### config.mk
export PLATFORM = sky130hd
export DESIGN_NAME = ir_word_encoder
export DESIGN_NICKNAME = d
export VERILOG_FILES = /design/src/rtl/ir_word_encoder.sv
export SDC_FILE = /design/constraint.sdc
export NUM_CORES = 1
export LEC_CHECK = 0
export BUFFER_PORTS_ARGS = -buffer_cell sky130_fd_sc_hd__buf_2
export CAP_MARGIN = 20
export CORE_MARGIN = 3
export CORE_UTILIZATION = 57
export CTS_CLUSTER_DIAMETER = 30
export DETAILED_ROUTE_END_ITERATION = 10
export HOLD_SLACK_MARGIN = 0.12
export PLACE_DENSITY = 0.78
export SYNTH_ARGS = -nofsm -noshare
export SYNTH_HDL_FRONTEND = slang
export SYNTH_SLANG_ARGS = --single-unit
export TNS_END_PERCENT = 10
### constraint.sdc
create_clock -name clk -period 3.1 [get_ports clk]
set_input_delay 0.155 -clock clk [delete_from_list [all_inputs] [get_ports clk]]
set_output_delay 0.155 -clock clk [all_outputs]
set_load 0.02 [all_outputs]
### src/rtl/ir_word_encoder.sv
// rtl/ir_word_encoder.sv - packs instruction fields into IR words and buffers them for the core's IR load port
// Optional opcode legality check: define IR_ENC_CHECK_EN.
module ir_word_encoder #(
   parameter int DEPTH   = 4,
   parameter int NUM_OPS = 12
) (
   input  logic        clk,
   input  logic        sys_rst_n,
   input  logic        in_valid,
   output logic        in_ready,
   input  logic [4:0]  in_oper,
   input  logic [4:0]  in_rdst,
   input  logic [4:0]  in_rsrc1,
   input  logic [4:0]  in_rsrc2,
   input  logic        in_imm_mode,
   input  logic [15:0] in_imm,
   output logic        ir_valid,
   input  logic        ir_ready,
   output logic [31:0] ir_word,
   output logic [15:0] issued_cnt,
   output logic        err_illegal,
   output logic [7:0]  err_cnt
);

   localparam int AW = (DEPTH > 1) ? $clog2(DEPTH) : 1;
   localparam logic [AW:0]   CNT_FULL = (AW + 1)'(DEPTH);
   localparam logic [AW:0]   CNT_ONE  = (AW + 1)'(1);
   localparam logic [AW-1:0] PTR_ONE  = AW'(1);
   localparam logic [5:0]    OP_LIMIT = 6'(NUM_OPS);

`ifdef IR_ENC_CHECK_EN
   localparam bit CHECK_EN = 1'b1;
`else
   localparam bit CHECK_EN = 1'b0;
`endif

   logic [31:0]   mem [DEPTH];
   logic [AW-1:0] head;
   logic [AW-1:0] tail;
   logic [AW:0]   count;
   logic [31:0]   last_word;
   logic [31:0]   packed_word;
   logic          legal;
   logic          accept;
   logic          push;
   logic          pop;
   logic          drop;

   assign in_ready = (count != CNT_FULL);
   assign ir_valid = (count != '0);

   // When empty the last popped word is shown so ir_word never drifts to stale slots.
   assign ir_word = ir_valid ? mem[head] : last_word;

   always_comb begin
      packed_word = {in_oper, in_rdst, in_rsrc1, in_imm_mode, 16'h0000};
      if (in_imm_mode)
         packed_word[15:0] = in_imm;
      else
         packed_word[15:11] = in_rsrc2;
   end

   assign legal  = !CHECK_EN || ({1'b0, in_oper} < OP_LIMIT);
   assign accept = in_valid && in_ready;
   assign push   = accept && legal;
   assign drop   = accept && !legal;
   assign pop    = ir_valid && ir_ready;

   always_ff @(posedge clk) begin
      if (push)
         mem[tail] <= packed_word;
   end

   always_ff @(posedge clk) begin
      if (!sys_rst_n) begin
         head        <= '0;
         tail        <= '0;
         count       <= '0;
         last_word   <= '0;
         issued_cnt  <= '0;
         err_illegal <= 1'b0;
         err_cnt     <= '0;
      end else begin
         if (push)
            tail <= tail + PTR_ONE;
         if (pop) begin
            head       <= head + PTR_ONE;
            last_word  <= mem[head];
            issued_cnt <= issued_cnt + 16'd1;
         end
         if (push && !pop)
            count <= count + CNT_ONE;
         else if (pop && !push)
            count <= count - CNT_ONE;
         err_illegal <= drop;
         if (drop && (err_cnt != 8'hFF))
            err_cnt <= err_cnt + 8'd1;
      end
   end

endmodule

== Yosys cells after proc, flatten, opt, wreduce, memory -nomap -nowiden ==
Memories as Yosys holds them, arrays and structs flattened. A register that Yosys moved wholly into a read port is not among the register bits.
Index checks and enable logic that the tools add are counted.
W data, S select, Z words.

* Bits in registers: 55
* Memory bits (writable): 128
* Output and inout bits: 59
* Word-level logic and storage cells: 29
* Memories: 1

{| class="wikitable"
|+ Memory list
! memory !! words !! width !! rd ports !! clocked after Yosys merged registers in !! write ports !! line !! source
|-
| mem || 4 || 32 || 1 || 1 || 1 || 37 || <nowiki>logic [31:0] mem [DEPTH];</nowiki>
|}

* $add $sub $neg: 5
* Eq/ne operators: 1
* Mux-type cells: 9
* Reductions and logical operators: 8

{| class="wikitable"
|+ Operator list
! kind !! count
|-
| $mux W32 || 1
|-
| $add A16 B1 Y16 const B || 1
|-
| $mux W11 || 1
|-
| $mux W3 || 2
|-
| $mux W5 || 1
|-
| $add A2 B1 Y2 const B || 2
|-
| $logic_and A1 B1 Y1 || 4
|-
| $mux W2 || 2
|-
| $add A3 B1 Y3 const B || 1
|-
| $ne A3 B3 Y1 const B || 1
|-
| $reduce_bool A3 Y1 || 1
|-
| $sub A3 B1 Y3 const B || 1
|-
| $logic_not A1 Y1 || 2
|-
| $mux W1 || 2
|-
| $reduce_bool A2 Y1 || 1
|}

== Longest topological paths before layout ==
* Depth in word-level cells: 6
* Depth in mapped cells: 10
* Gate-level depth less buffers: 8

== Worst setup path after synthesis ==
Ideal clock, no wire load.

* Path kind: reg-to-reg
* From: register count[0]
* To: register count[2]
* Library setup time: 70 ps
* Arrival: 2,547 ps
* Setup slack: 482 ps
* Stages on the path, launching flop included: 11
* Path buffers: 2
* Clock period less this slack: 2,618 ps
* Cells stage by stage: dfxtp_1 o31a_2 inv_2 clkbuf_1 buf_1 ha_1 inv_1 fa_1 xor2_1 or3_1 a21oi_1

* Word-level cells in the longest chain between the ends: 5
* Elaborated cells between the ends (all ways): 13
* Those cells by class: add/sub (2); eq/ne (1); mux (2); reduce/logical (8)

{| class="wikitable"
|+ RTL lines
! what !! line !! source
|-
| from (decl) || 40 || <nowiki>logic [AW:0] count;</nowiki>
|-
| from (signal assigned) || 92 || <nowiki>count <= count + CNT_ONE;</nowiki>
|-
| from (signal assigned) || 94 || <nowiki>count <= count - CNT_ONE;</nowiki>
|-
| branches (longest 5 deep; another with $sub A3 B1 Y3) || n/a ||
|}

Parallel ways; which one is timed is not known. The select of a mux whose other input is x is not followed.
A chain may end at the register's enable or synchronous reset.

==> summary.md <==
| Metric | Value |
|---|---|
| Postcts setup bufs | `0` |
| Register Area | `4990 µm²` |
| Max-cap violations | `0` |
| Area post-placement | `8040 µm²` |
| CP peak stage delay | `0.63 ns` |
| Chip Width | `120 µm` |
| DIE HEIGHT | `120 µm` |
| # clock sinks | `185` |
| Worst hold path type | `in2reg` |
| First-pass GRT wire length | `23.7 mm` |
| TritonCTS buffer count | `17` |
| Yosys top cell area share | `51.9%` |
| Routed WL | `14.7 mm` |
| Drt drc | `0` |
| Clock root buffer | `clkbuf_16` |
| Number of global-route vias before repair | `4503` |
| Pre-CTS setup slack | `0.611 ns` |
| Clk slew on worst S/H paths | `0.06 ns` |
| GP Congestion | `0.735` |
| Critical Path RT | `2.94 ns` |
| Met3 GRT Util | `5.80%` |
| Syn Std Cell Area | `7400 µm²` |
| RSZ-0062 raised after global routing | `false` |
| Top Ports | `100` |
| Pwr Density | `884 nW/µm²` |
| Global route overflow | `0` |
| Dominant cell type by area after synthesis | `edfxtp_1` |
| Hold Violations, Final | `0` |
| Count leader, synth | `edfxtp_1` |
| Met1 Use GR | `27.0%` |
| Largest net degree at the start of global routing | `56` |
| Final ANT Viol Nets | `0` |
| Diode count | `0` |
| Most area-consuming cells after synthesis | `edfxtp_1 (52%), dfxtp_1 (15%), mux4_2 (9.7%), mux2_2 (5.6%), nand2_1 (3.8%)` |
| CTS H-tree depth | `4` |
| Fill count | `810` |
| 1st-iter DRT viols | `281` |
| Syn_area_per_cell | `14.8 µm²` |
| Most Crowded Layer GR | `met2` |
| Rows | `40` |
| Final hold slack | `0.130 ns` |
| CTS tree | `built` |
| Fin area | `8960 µm²` |
| Critical path arrival | `2.41 ns` |
| Startpoint types | `flip-flop` |
| Final Max Slew Viols | `0` |
| Initial Utilization | `59.9%` |
| Crit Path Category | `reg2out` |
| Setup Skew | `0.00496 ns` |
| Status | `complete, no violations` |
| Number of antenna violations at the first check in global routing | `0` |
| Pre-Repair DR Iteration Count | `4` |
| Main synth FF type | `edfxtp_1` |
| Period minus WS final | `2.56 ns` |
| CTS max path bufs | `2` |
| Final net count | `673` |
| R2R Setup Slk | `0.59 ns` |
| Port-buffer cells | `90` |
| Post-DP HPWL | `9.05 mm` |
| Highest-delay cell along the critical path | `dfxtp_2` |
| Async set-reset flop share out of synthesis | `0%` |
| Yosys warns | `0` |
| Gr usage total | `21.7%` |
| Setup WS post-layout | `0.537 ns` |
| Crit path max fanout | `14` |
| # setup viols final | `0` |
| Vias | `4426` |
| Layout area overhead | `21.1%` |
| Met2 usage in global routing | `36.6%` |
| Layout cell share with drive strength beyond 1 | `33.1%` |
| Routed len/inst | `18.3 µm` |
| Syn Inst Count | `499` |
| Yosys cell types | `32` |
| Footprint of the multi-input gates | `2260 µm²` |
| Worst-path cell chain | `buf_4 -> mux4_2 -> mux2_2 -> buf_2` |
| Final Cycle Share | `82.7%` |
| Element type at the critical path end | `primary output` |
| EDFF count, synth | `128` |
| Vias per Instance | `5.50` |
| LEAKAGE | `3.26 nW` |
| Register area share after synthesis | `67.4%` |
| Max-slew headroom | `32.1%` |
| CORE AREA | `12400 µm²` |
| #FFs+latches synth | `185` |
| IR drop worst, VDD | `590 µV` |
| Synth top cells by count | `edfxtp_1 (128), nand2_1 (75), dfxtp_1 (57)` |
| Worst-margin pin slew | `1.02 ns` |
| Setup tns final | `0 ns` |
| Tot Pwr | `7.92 mW` |
| Peak Freq | `390 MHz` |
| Die area | `14400 µm²` |
| Clock latency on the worst-skew pair | `0.42 ns` |
-- routing by layer --
layer | share of wire [%] | wire length, µm
met3 | 5.9 | 874
met1 | 41 | 5980
met2 | 52 | 7620
met4 | 1.5 | 224
met5 | 0 | 0
-- cell usage in the layout, fill, tap and decap left out, types with 2 or more instances in the layout --
cell type	count
a21oi_1	39
and2_1	11
and2_2	4
and4_1	2
buf_2	90
buf_4	12
bufinv_16	4
clkbuf_16	17
clkinv_1	2
clkinv_2	4
clkinv_4	3
conb_1	9
dfxtp_1	55
dfxtp_2	2
dlygate4sd3_1	31
edfxtp_1	128
ha_1	6
inv_1	6
inv_2	2
mux2_2	37
mux2i_1	3
mux4_2	32
nand2_1	75
nand3_1	3
nand4_1	3
nor2_1	17
nor3_1	2
nor4_1	3
o21ai_0	6
or3_1	6
xnor2_1	9
xor2_1	5
-- worst max-delay path: cells and delay by family (launching register included) --
family / cells / cell delay, ns
muxes: 2 / 0.85
buffers and inverters: 2 / 0.50
DFF: 1 / 0.63
-- worst paths after layout --
kind                                    from                         end  cells after the start
hold reg to reg   last_word[16]$_SDFFE_PN0P_  last_word[16]$_SDFFE_PN0P_                      2
hold / removal                    in_imm[10]        mem[0][10]$_DFFE_PP_                      2
setup reg to reg       count[2]$_SDFFE_PN0P_       count[2]$_SDFFE_PN0P_                      8
setup / recovery                   flip-flop                 ir_word[14]                      4
-- cells by family (layout without fill, tap and decap cells) --
kind of cell               after synthesis  count (layout)  synth area share, %
AOI/OAI and AO/OA                       47              47                 3.28
buffers and inverters                   43             173                 2.69
and+or+nand+nor                        130             130                 7.90
other                                    1               9               0.0507
xor gates and xnor gates                14              14                 1.66
DFF                                    185             185                 67.4
adders and majority gates                7               7                 1.29
muxes                                   72              72                 15.8
-- where the power goes --
part	leakage, nW	internal, mW	switching [mW]
Sequential	1.65	3.01	0.220
Clock	0.297	1.34	0.876
Combinational	1.32	1.09	1.38
-- registers in the layout, indices dropped and copies added (netlist names), named ones only --
register,cells
last_word,32
tail,2
issued_cnt,16
count,3
mem,128
head,2
-- metrics by stage --
stage	util, %	cells
final	72.5	805
after global routing	72.5	805
after CTS	72.5	805
after detailed placement	65.1	743
after global placement	65.1	743
after floorplan	-	507
-- repair_timing --
| action | in CTS | in global routing |
|---|---|---|
| resized for setup | 0 | 0 |
| hold endpoints to repair | 101 | 0 |
| hold buffers | 31 | 0 |
-- cell type report --
| type | instances | area share [%] |
|---|---|---|
| inverters | 8 | 0.335 |
| multi-input cells | 279 | 25.2 |
| well taps | 168 | 2.35 |
| repair buffers | 134 | 9.72 |
| flip-flops and latches | 185 | 55.7 |
| clock inverters | 14 | 2.02 |
| clock buffers | 17 | 4.75 |
Note: power is estimated with default switching activity, not from simulation.
